--- src/rtl/mdc_tx_packer.sv ---
// Purpose: Hamming-encodes a 4x4 matrix plus mode and streams it to the MDC stage, one element per beat.
// Latency: load accepted at edge T -> beats on T+1..T+16; next load only after done_i plus GAP_CYC idle cycles.
// Backpressure: single-entry; ld_ready stays low from accept until the MDC reports done and the gap expires.
module mdc_tx_packer #(
    parameter int GAP_CYC = 1,
    parameter int ERR_EN  = 1
) (
    input  logic         clk,
    input  logic         rst_n,
    input  logic         ld_valid,
    output logic         ld_ready,
    input  logic [4:0]   ld_mode,
    input  logic [175:0] ld_matrix,
    input  logic [3:0]   ld_err_pos,
    input  logic         done_i,
    output logic         in_valid,
    output logic [14:0]  in_data,
    output logic [8:0]   in_mode
);

    typedef enum logic [1:0] {IDLE, SEND, WAIT, GAP} state_t;

    localparam logic [3:0] GAP_INIT = 4'(GAP_CYC - 1);

    state_t         state;
    state_t         state_nxt;
    logic [3:0]     cnt;
    logic [3:0]     cnt_nxt;
    logic [3:0]     gap;
    logic [3:0]     gap_nxt;
    logic           load;

    logic [4:0]     mode_q;
    logic [175:0]   mat_q;
    logic [3:0]     err_q;

    logic [10:0]    elem [16];
    logic [14:0]    dmask;
    logic [8:0]     mmask;
    logic [14:0]    data_cw;
    logic [8:0]     mode_cw;

    // Codeword layout MSB-first: {p1,p2,d,p4,d,d,d,p8,d...}; parity is even over positions sharing the index bit.
    function automatic logic [14:0] enc_elem(input logic [10:0] d);
        logic p1, p2, p4, p8;
        p1 = d[10] ^ d[9] ^ d[7] ^ d[6] ^ d[4] ^ d[2] ^ d[0];
        p2 = d[10] ^ d[8] ^ d[7] ^ d[5] ^ d[4] ^ d[1] ^ d[0];
        p4 = d[9]  ^ d[8] ^ d[7] ^ d[3] ^ d[2] ^ d[1] ^ d[0];
        p8 = d[6]  ^ d[5] ^ d[4] ^ d[3] ^ d[2] ^ d[1] ^ d[0];
        return {p1, p2, d[10], p4, d[9], d[8], d[7], p8, d[6], d[5], d[4], d[3], d[2], d[1], d[0]};
    endfunction

    function automatic logic [8:0] enc_mode(input logic [4:0] m);
        logic p1, p2, p4, p8;
        p1 = m[4] ^ m[3] ^ m[1] ^ m[0];
        p2 = m[4] ^ m[2] ^ m[1];
        p4 = m[3] ^ m[2] ^ m[1];
        p8 = m[0];
        return {p1, p2, m[4], p4, m[3], m[2], m[1], p8, m[0]};
    endfunction

    always_ff @(posedge clk or posedge rst_n) begin
        if (rst_n) begin
            state <= IDLE;
            cnt   <= '0;
            gap   <= '0;
        end else begin
            state <= state_nxt;
            cnt   <= cnt_nxt;
            gap   <= gap_nxt;
        end
    end

    always_comb begin
        state_nxt = state;
        cnt_nxt   = cnt;
        gap_nxt   = gap;
        load      = 1'b0;
        case (state)
            IDLE: begin
                if (ld_valid && ld_ready) begin
                    load      = 1'b1;
                    state_nxt = SEND;
                    cnt_nxt   = '0;
                end
            end
            SEND: begin
                cnt_nxt = cnt + 4'd1;
                if (cnt == 4'd15) begin
                    state_nxt = WAIT;
                end
            end
            WAIT: begin
                if (done_i) begin
                    state_nxt = GAP;
                    gap_nxt   = GAP_INIT;
                end
            end
            GAP: begin
                if (gap == 4'd0) begin
                    state_nxt = IDLE;
                end else begin
                    gap_nxt = gap - 4'd1;
                end
            end
            default: state_nxt = IDLE;
        endcase
    end

    always_ff @(posedge clk or posedge rst_n) begin
        if (rst_n) begin
            mode_q <= '0;
            mat_q  <= '0;
            err_q  <= '0;
        end else if (load) begin
            mode_q <= ld_mode;
            mat_q  <= ld_matrix;
            err_q  <= (ERR_EN != 0) ? ld_err_pos : 4'd0;
        end
    end

    always_comb begin
        for (int k = 0; k < 16; k++) begin
            elem[k] = mat_q[11*k +: 11];
        end
    end

    // Position p maps to bit W-p; positions beyond the mode width leave the mode codeword clean.
    always_comb begin
        dmask = '0;
        mmask = '0;
        for (int p = 1; p <= 15; p++) begin
            dmask[15-p] = (err_q == 4'(p));
        end
        for (int p = 1; p <= 9; p++) begin
            mmask[9-p] = (err_q == 4'(p));
        end
    end

    assign data_cw = enc_elem(elem[cnt]) ^ dmask;
    assign mode_cw = enc_mode(mode_q) ^ mmask;

    always_ff @(posedge clk or posedge rst_n) begin
        if (rst_n) begin
            ld_ready <= 1'b0;
            in_valid <= 1'b0;
            in_data  <= '0;
            in_mode  <= '0;
        end else begin
            ld_ready <= (state_nxt == IDLE);
            in_valid <= (state == SEND);
            in_data  <= (state == SEND) ? data_cw : 15'd0;
            in_mode  <= (state == SEND && cnt == 4'd0) ? mode_cw : 9'd0;
        end
    end

endmodule

--- config.mk ---
export PLATFORM = sky130hd
export DESIGN_NAME = mdc_tx_packer
export DESIGN_NICKNAME = d
export VERILOG_FILES = /design/src/rtl/mdc_tx_packer.sv
export SDC_FILE = /design/constraint.sdc
export NUM_CORES = 1
export LEC_CHECK = 0
export BUFFER_PORTS_ARGS = -buffer_cell sky130_fd_sc_hd__buf_2
export CORE_UTILIZATION = 35
export CTS_BUF_LIST = sky130_fd_sc_hd__clkbuf_2 sky130_fd_sc_hd__clkbuf_4 sky130_fd_sc_hd__clkbuf_8
export CTS_CLUSTER_SIZE = 24
export DETAILED_ROUTE_END_ITERATION = 8
export GPL_TIMING_DRIVEN = 1
export PLACE_DENSITY = 0.52
export SYNTH_ARGS = -nofsm -noshare
export SYNTH_HDL_FRONTEND = slang
export SYNTH_SLANG_ARGS = --single-unit
--- constraint.sdc ---
create_clock -name clk -period 10.1 [get_ports clk]
set_input_delay 1.01 -clock clk [delete_from_list [all_inputs] [get_ports clk]]
set_output_delay 1.01 -clock clk [all_outputs]
set_load 0.01 [all_outputs]
==> flow_summary.toml, run 1 <==
[grt]
grt_pass1_wl_um = 39650
grt_overflow = 0
grt_max_degree = 189
first_global_vias = 6685
grt-busiest-layer = "met2"
use_met1 = 0.2562
gr-usage-met2 = 0.2910
grt_usage = 0.1834
grt_antenna_before_repair = 0
grt_use_met3 = 0.03958

[placement]
port_buffers = 214
place_inst = 1235
dp_hpwl_um = 18670
place_congestion = 0.8292

[detailed_routing]
viasPerCell = 4.863
routed_wl_um = 26090
drt_iter0_markers = 437
routed-via-count = 6317
wl_per_cell_um = 20.09
drc = 0
first_pass_iters = 4
drtAntennaViolNets = 0

[setup_path]
slowest_stage = "buf_4"
cp_max_fo = 42
setup.worst_path.class = "register to register"
crit_required_ns = 10.52
crit_path_end = "in_data[11]$_DFF_PP0_"
arrival_ns = 3.97
startpoint = "cnt[0]$_DFFE_PP0P_"
r2r.worst_path.cells = 8
critPathLaunchType = "register"
cp_cell_sequence = "buf_4 > mux4_2 > a22oi_1 > nand2_1 > xor2_1 > xnor2_2 > xnor3_1 > and2_1"
endpoint_kind = "register"
rrSetupSlack_ns = 6.56
r2r-start = "cnt[0]$_DFFE_PP0P_"
slowest_delay_ns = 0.66
regToRegEndpoint = "in_data[11]$_DFF_PP0_"

[sta]
slew_violations = 0
tns_ns = 0
min_period_ns = 3.543
tightestPinTransition_ns = 1.115
finalCritPeriodShare = 0.3508
hold-worst-slack_ns = 0.5020
hold_viol_final = 0
setup_viol_count_final = 0
rsz0062_at_grt = "no"
fin_skew_ns = 0.01593
relSlewSlack = 0.2568
fmax_ghz = 0.2822

[die]
die_x_um = 171.5
start_util = 0.3590
num_rows = 61
ios = 215
core-area_sq_um = 28010
die_y_um = 171.5
die_area_sq_um = 29410

[clocking]
hold_buffers = 0
cts_buffer_depth = 3
cts-root-buf = "clkbuf_8"
numCtsBuffers = 40
ctsResizeCount = 0
htree_levels = 2
cts.sink_count = 221
clk_latency_ns = 0.54
cts_setup_buffers = 0
cts_tree = "done"
clk_pin_slew_ns = 0.06

[layout]
n_antenna_cell = 0
layout-drive-gt1-share = 0.5624
fin_cells = 1299
area.growth.synth_to_final_pct = 21.75
final_nets = 1092
fill_cells = 2648

[yosys]
ys.flop_type = "dfrtp_1"
yosys.cell_types.count = 37
yosysSeqAreaShare = 0.5500
ys.warnings.count = 0
synth-seq-cells = 221
syn_nets = 871
syn-cell-area_sq_um = 10060
synth.avg_cell_area_sq_um = 14.83
synth_edf_count = 0
synthCells = 678
async_flop_share = 1.000

[pwr]
leakagePower_uw = 0.005551
ir_drop_mv = 0.1831
powerDensity_nw_per_um2 = 350.6

[run_status]
status = "complete, no violations"

[worst_hold_path]
hp-class = "register to register"

[flow_run]
max-cap-violations = 0
[metal layers]
| metal | vias to the layer above | share of wire |
|---|---|---|
| li1 | 2905 | - |
| met1 | 3172 | 0.45 |
| met2 | 201 | 0.47 |
| met3 | 39 | 0.070 |
| met4 | 0 | 0.016 |
| met5 | - | 0 |
[per-stage QoR]
step | worst slack [ns] | util | instance area (sq um) | total power [uW]
6_report | 6.557 | 0.4371 | 12240 | 4292
5_1_grt | 6.330 | 0.4371 | 12240 | 4582
4_1_cts | 6.502 | 0.4371 | 12240 | 4357
3_5_place_dp | 6.523 | 0.4087 | 11450 | 3485
3_3_place_gp | 6.587 | 0.4087 | 11450 | 3457
2_1_floorplan | 3.041 | - | 10060 | 3021
[critical path: cells and delay by family, from the launching register on]
family	cells	cell delay, ns
flops	1	0.58
simple gates	2	0.35
mux	1	0.59
xor+xnor	3	0.87
compound gates	1	0.35
buf+inv	1	0.66
[synthesized netlist by cell type (6+ instances only)]
cell      count  area share
a22oi_1      14       0.010
dfrtp_1     221        0.55
nor2_1       32       0.012
mux2i_1      12       0.012
mux2_2      187        0.21
mux4_2       42       0.094
nor3_1        8      0.0040
nand2b_1      6      0.0037
inv_1         7      0.0026
nand2_1      21      0.0078
clkbuf_1     26      0.0097
xnor2_1      28       0.024
xor2_1       11      0.0096
o21ai_0      14      0.0070
[placed cells by master, fill, tap and decap left out, drive strengths merged, types with 2 or more instances in the layout]
master,count
xnor2,30
a21oi,2
dfrtp,221
nand2,21
xnor3,2
a22o,4
nand2b,6
xor2,11
nor2,32
buf,218
mux4,42
nor2b,3
a221oi,4
mux2i,12
clkbuf,61
inv,8
mux2,187
ha,4
clkinv,3
o31ai,2
and2,4
a22oi,14
nor3,8
o21ai,14
[kinds of logic after synthesis]
group                      synth area share
AOI/OAI and AO/OA                   0.02812
DFF                                  0.5500
and+or+nand+nor                     0.03534
buffers and inverters               0.02451
xor gates and xnor gates            0.04168
adders and majority gates          0.004977
muxes                                0.3154
[power breakdown]
group / internal (uW) / switching (uW) / leakage, uW
sequential: 1320 / 270 / 0.00272
clock: 495 / 360 / 0.000425
combinational: 1050 / 798 / 0.00240
[flip-flops by register name, indices dropped and copies added, names as in the netlist]
| signal | cells |
|---|---|
| mat_q | 176 |
| in_data | 15 |
| in_mode | 9 |
| mode_q | 5 |
| cnt | 4 |
| err_q | 4 |
| gap | 4 |
| state | 2 |
| in_valid | 1 |
| ld_ready | 1 |
[area by class of cell]
cell class	count	area [sq um]	area share
clock inverters	3	43.79	0.003577
repair buffers	218	1114	0.09096
well taps	378	473.0	0.03863
clock buffers	61	752.0	0.06142
multi-input cells	409	4284	0.3499
flip-flops and latches	221	5535	0.4521
inverters	9	41.29	0.003373
[how the worst min path moves through the flow]
stage / startpoint / end / slack, ns / depth (start not counted)
CTS: mat_q[129]$_DFFE_PP0P_ / mat_q[129]$_DFFE_PP0P_ / 0.50 / 1
detailed placement: mat_q[129]$_DFFE_PP0P_ / mat_q[129]$_DFFE_PP0P_ / 0.49 / 1
global placement: mat_q[17]$_DFFE_PP0P_ / mat_q[17]$_DFFE_PP0P_ / 0.48 / 1
global route: mat_q[140]$_DFFE_PP0P_ / mat_q[140]$_DFFE_PP0P_ / 0.52 / 1
finish: mat_q[95]$_DFFE_PP0P_ / mat_q[95]$_DFFE_PP0P_ / 0.50 / 1
floorplan: mat_q[110]$_DFFE_PP0P_ / mat_q[110]$_DFFE_PP0P_ / 0.48 / 1
Note: power is estimated with default switching activity, not from simulation.
==> run 2: changes to the inputs <==
Clock period 10.1 ns to 3.27 ns, I/O delays scaled along.
==> flow_summary.toml, run 2 (same netlist as run 1, synthesis figures left out) <==
[clocking]
cts_buffer_depth = 3
clk_pin_slew_ns = 0.06
cts-root-buf = "clkbuf_8"
clk_latency_ns = 0.55
ctsResizeCount = 0
cts.sink_count = 221
htree_levels = 2
cts_tree = "done"
numCtsBuffers = 41

[sta]
setup_viol_count_final = 0
tightestPinTransition_ns = 0.7595
slew_violations = 0
rsz0062_at_grt = "no"
fin_skew_ns = 0.01315
hold_viol_final = 0
min_period_ns = 2.872
relSlewSlack = 0.4898
tns_ns = 0
finalCritPeriodShare = 0.8783
fmax_ghz = 0.3482
hold-worst-slack_ns = 0.01764

[die]
core-area_sq_um = 28010
die_y_um = 171.5
ios = 215
num_rows = 61
die_x_um = 171.5
die_area_sq_um = 29410
start_util = 0.3590

[grt]
first_global_vias = 7253
grt_pass1_wl_um = 42100
grt_usage = 0.1938
grt_antenna_before_repair = 0
use_met1 = 0.2651
grt-busiest-layer = "met2"
gr-usage-met2 = 0.3133
grt_overflow = 0
grt_use_met3 = 0.03636
grt_max_degree = 81

[detailed_routing]
drtAntennaViolNets = 0
wl_per_cell_um = 19.36
routed_wl_um = 27570
drc = 0
viasPerCell = 4.834
drt_iter0_markers = 340
routed-via-count = 6883
first_pass_iters = 4

[pwr]
seqPwrFrac = 0.361
ir_drop_mv = 0.5271
clkPwrFrac = 0.213
leakagePower_uw = 0.006128
internal-power_uw = 9268
switchingPower_uw = 4619
combPwrFrac = 0.426
powerDensity_nw_per_um2 = 1025
design_power_total_uw = 13890
swShare = 0.3326

[layout]
top_register = "mat_q"
fin_util = 0.4837
n_antenna_cell = 0
final_nets = 1207
final_area_sq_um = 13550
area.growth.synth_to_final_pct = 34.74
reg_top3 = "mat_q: 176 flops, in_data: 15 flops, in_mode: 9 flops"
layout-drive-gt1-share = 0.5182
mostFrequentLayoutCell = "dfrtp_1"
final_cell_mix = "219 x dfrtp_1, 214 x buf_2, 187 x mux2_2"
largest_reg_flops = 176

[run_status]
status = "complete, no violations"

[setup_path]
cp_max_fo = 17
slowest_delay_ns = 0.65
crit_required_ns = 3.71
critPathLaunchType = "register"
endpoint_kind = "register"
slowest_stage = "dfrtp_4"
arrival_ns = 3.31
setup.worst_path.class = "register to register"
cp_cell_sequence = "mux4_2 > a22oi_1 > nand2_1 > xor2_1 > xnor2_2 > xnor3_1 > and2_1"

[placement]
dpl-instance-area_sq_um = 11600
place_congestion = 0.8334
port_buffers = 214
dp_hpwl_um = 20170

[worst_hold_path]
hp-class = "input pin to register"

[flow_run]
max-cap-violations = 0
## run 2: what timing repair did
action | CTS | global route
setup buffers | 0 | 0
hold buffers | 97 | 4
hold endpoints to repair | 124 | 4
setup endpoints to repair | 0 | 0
## run 2: area by class of cell
cell class                 count  area (sq um)
timing repair buffer         332          2285
fill                        2566         14460
inverter                       9         37.54
multi-input combinational    409          4284
clock inverter                 8         100.1
sequential                   221          5535
clock buffer                  67         834.6
tap                          378         473.0
## run 2: stage by stage
stage          instances  setup WS [ns]
3_5_place_dp        1248         0.3871
6_report            1424         0.3978
2_1_floorplan        678        0.06093
4_1_cts             1420         0.3847
5_1_grt             1424         0.2327
3_3_place_gp        1248         0.4392
## run 2: per-layer routing
metal | share of wire | vias up
met1 | 0.45 | 3459
met4 | 0.019 | 0
met5 | 0 | -
met2 | 0.48 | 225
li1 | - | 3151
met3 | 0.057 | 48
## run 2: final timing paths
kind	startpoint	end	slack [ns]	cells after the start
hold / removal	ld_matrix[13]	mat_q[13]$_DFFE_PP0P_	0.02	2
max in group asynchronous	rst_n	mat_q[143]$_DFFE_PP0P_	1.95	4
min in group asynchronous	rst_n	gap[1]$_DFFE_PP0P_	0.46	3
setup reg to reg	cnt[0]$_DFFE_PP0P_	in_data[11]$_DFF_PP0_	0.40	7
hold reg to reg	mat_q[122]$_DFFE_PP0P_	mat_q[122]$_DFFE_PP0P_	0.50	1
setup / recovery	cnt[0]$_DFFE_PP0P_	in_data[11]$_DFF_PP0_	0.40	7
## run 2: power groups by stage
stage | Clock, uW | Combinational (uW) | Sequential, uW
finish | 2960 | 5910 | 5010
global route | 3180 | 6410 | 5190
CTS | 3060 | 5960 | 5040
detailed placement | 0 | 5850 | 5080
global placement | 0 | 5750 | 5100
floorplan | 0 | 4730 | 4600
## run 2: worst max-delay path, delay by kind of cell, from the launching register on
kind                      cells  cell delay [ns]
xor gates and xnor gates      3             0.85
DFF                           1             0.65
muxes                         1             0.55
AOI/OAI and AO/OA             1             0.37
and+or+nand+nor               2             0.35
==> run 3: changes to the inputs <==
Settings changed: PLACE_DENSITY 0.52 to not set, PLACE_DENSITY_LB_ADDON set to 0.15.
==> flow_summary.toml, run 3 (same netlist as run 1, synthesis figures left out) <==
[run_status]
status = "complete, no violations"

[flow_run]
max-cap-violations = 0

[layout]
multi_input_area_sq_um = 4284
reg_top3 = "mat_q: 176 flops, in_data: 15 flops, in_mode: 9 flops"
top_register = "mat_q"
seqCellArea_sq_um = 5535
layout-drive-gt1-share = 0.5567
mostFrequentLayoutCell = "dfrtp_1"
n_antenna_cell = 0
largest_reg_flops = 176
fill_cells = 2592
final_cell_mix = "219 x dfrtp_1, 214 x buf_2, 187 x mux2_2"
final_nets = 1117
area.growth.synth_to_final_pct = 25.20

[pwr]
internal-power_uw = 9005
clkPwrFrac = 0.201
switchingPower_uw = 4528
swShare = 0.3346
seqPwrFrac = 0.369
leakagePower_uw = 0.005701
ir_drop_mv = 0.5069
powerDensity_nw_per_um2 = 1075
combPwrFrac = 0.430

[detailed_routing]
viasPerCell = 4.840
drc = 0
drtAntennaViolNets = 0
first_pass_iters = 4
drt_iter0_markers = 308
wl_per_cell_um = 19.90
routed-via-count = 6437
routed_wl_um = 26470

[sta]
setup_viol_count_final = 0
hold_viol_final = 0
relSlewSlack = 0.4730
min_period_ns = 2.879
finalCritPeriodShare = 0.8803
tns_ns = 0
fmax_ghz = 0.3474
tightestPinTransition_ns = 0.7905
fin_skew_ns = 0.02358
slew_violations = 0
rsz0062_at_grt = "no"
hold-worst-slack_ns = 0.03155

[worst_hold_path]
hp-class = "input pin to register"

[setup_path]
crit_path_end = "in_data[7]$_DFF_PP0_"
crit_required_ns = 3.71
r2r-start = "cnt[0]$_DFFE_PP0P_"
rrSetupSlack_ns = 0.39
regToRegEndpoint = "in_data[7]$_DFF_PP0_"
endpoint_kind = "register"
r2r.worst_path.cells = 8
cp_max_fo = 15
setup.worst_path.class = "register to register"
arrival_ns = 3.32
critPathLaunchType = "register"
startpoint = "cnt[0]$_DFFE_PP0P_"

[clocking]
clk_pin_slew_ns = 0.07
ctsResizeCount = 0
numCtsBuffers = 40
cts_buffer_depth = 3
cts_tree = "done"
cts_setup_buffers = 0
cts-root-buf = "clkbuf_8"
cts.sink_count = 221
clk_latency_ns = 0.53
htree_levels = 2

[die]
die_x_um = 171.5
num_rows = 61
die_area_sq_um = 29410
die_y_um = 171.5
core-area_sq_um = 28010
start_util = 0.3590
ios = 215

[grt]
first_global_vias = 6884
grt_max_degree = 134
grt_pass1_wl_um = 40510
grt_antenna_before_repair = 0
grt_usage = 0.1868
grt_overflow = 0

[placement]
place_congestion = 0.7988
port_buffers = 214
dp_hpwl_um = 19680
run 3: power groups by stage:
| stage | Clock [uW] | Sequential [uW] | Combinational, uW |
|---|---|---|---|
| after floorplan | 0 | 4600 | 4730 |
| after global placement | 0 | 5120 | 5720 |
| after detailed placement | 0 | 5080 | 5840 |
| after CTS | 2810 | 5040 | 5880 |
| after global routing | 2950 | 5170 | 6290 |
| final | 2730 | 4990 | 5810 |
run 3: worst min-delay path by stage:
stage          cells after the start  slack (ns)                endpoint                   start
5_1_grt                            2       0.002   mat_q[83]$_DFFE_PP0P_           ld_matrix[83]
4_1_cts                            2      0.0001   mat_q[99]$_DFFE_PP0P_           ld_matrix[99]
3_5_place_dp                       2        0.39    mat_q[8]$_DFFE_PP0P_                   rst_n
3_3_place_gp                       2        0.40   mat_q[17]$_DFFE_PP0P_                   rst_n
6_report                           2        0.03  mat_q[101]$_DFFE_PP0P_          ld_matrix[101]
2_1_floorplan                      1        0.48  mat_q[110]$_DFFE_PP0P_  mat_q[110]$_DFFE_PP0P_
run 3: metal layers:
layer	share of wire	GRT usage
met3	0.051	0.03566
met5	0	0
met4	0.017	0.04775
met2	0.50	0.3168
met1	0.43	0.2446
run 3: metrics by stage:
| step | instance area, sq um | util | setup slack (ns) | total power (uW) | cells |
|---|---|---|---|---|---|
| 5_1_grt | 12590 | 0.4495 | 0.1852 | 14420 | 1330 |
| 4_1_cts | 12590 | 0.4495 | 0.3710 | 13730 | 1330 |
| 3_3_place_gp | 11550 | 0.4124 | 0.4386 | 10840 | 1241 |
| 3_5_place_dp | 11550 | 0.4124 | 0.3986 | 10920 | 1241 |
| 6_report | 12590 | 0.4495 | 0.3914 | 13530 | 1330 |
| 2_1_floorplan | 10060 | - | 0.06093 | 9331 | 678 |
run 3: worst max-delay path, cell delays in order (launching register included):
cell and delay [ns]:
dfrtp_4 0.60, buf_12 0.22, mux4_2 0.54, a22oi_1 0.33, nand2_1 0.22, xor2_1 0.30
xnor2_2 0.12, xnor2_1 0.23, mux2i_1 0.22
run 3: timing repair:
| item | CTS | global route |
|---|---|---|
| endpoints found under the setup margin | 0 | 0 |
| hold buffers | 19 | 0 |
| hold endpoints to repair | 36 | 0 |
run 3: cell type report:
cell class	count	area share
Sequential cell	221	0.4397
Inverter	9	0.002982
Timing Repair Buffer	243	0.1121
Multi-Input combinational cell	409	0.3403
Clock inverter	8	0.005565
Tap cell	378	0.03757
Clock buffer	62	0.06182
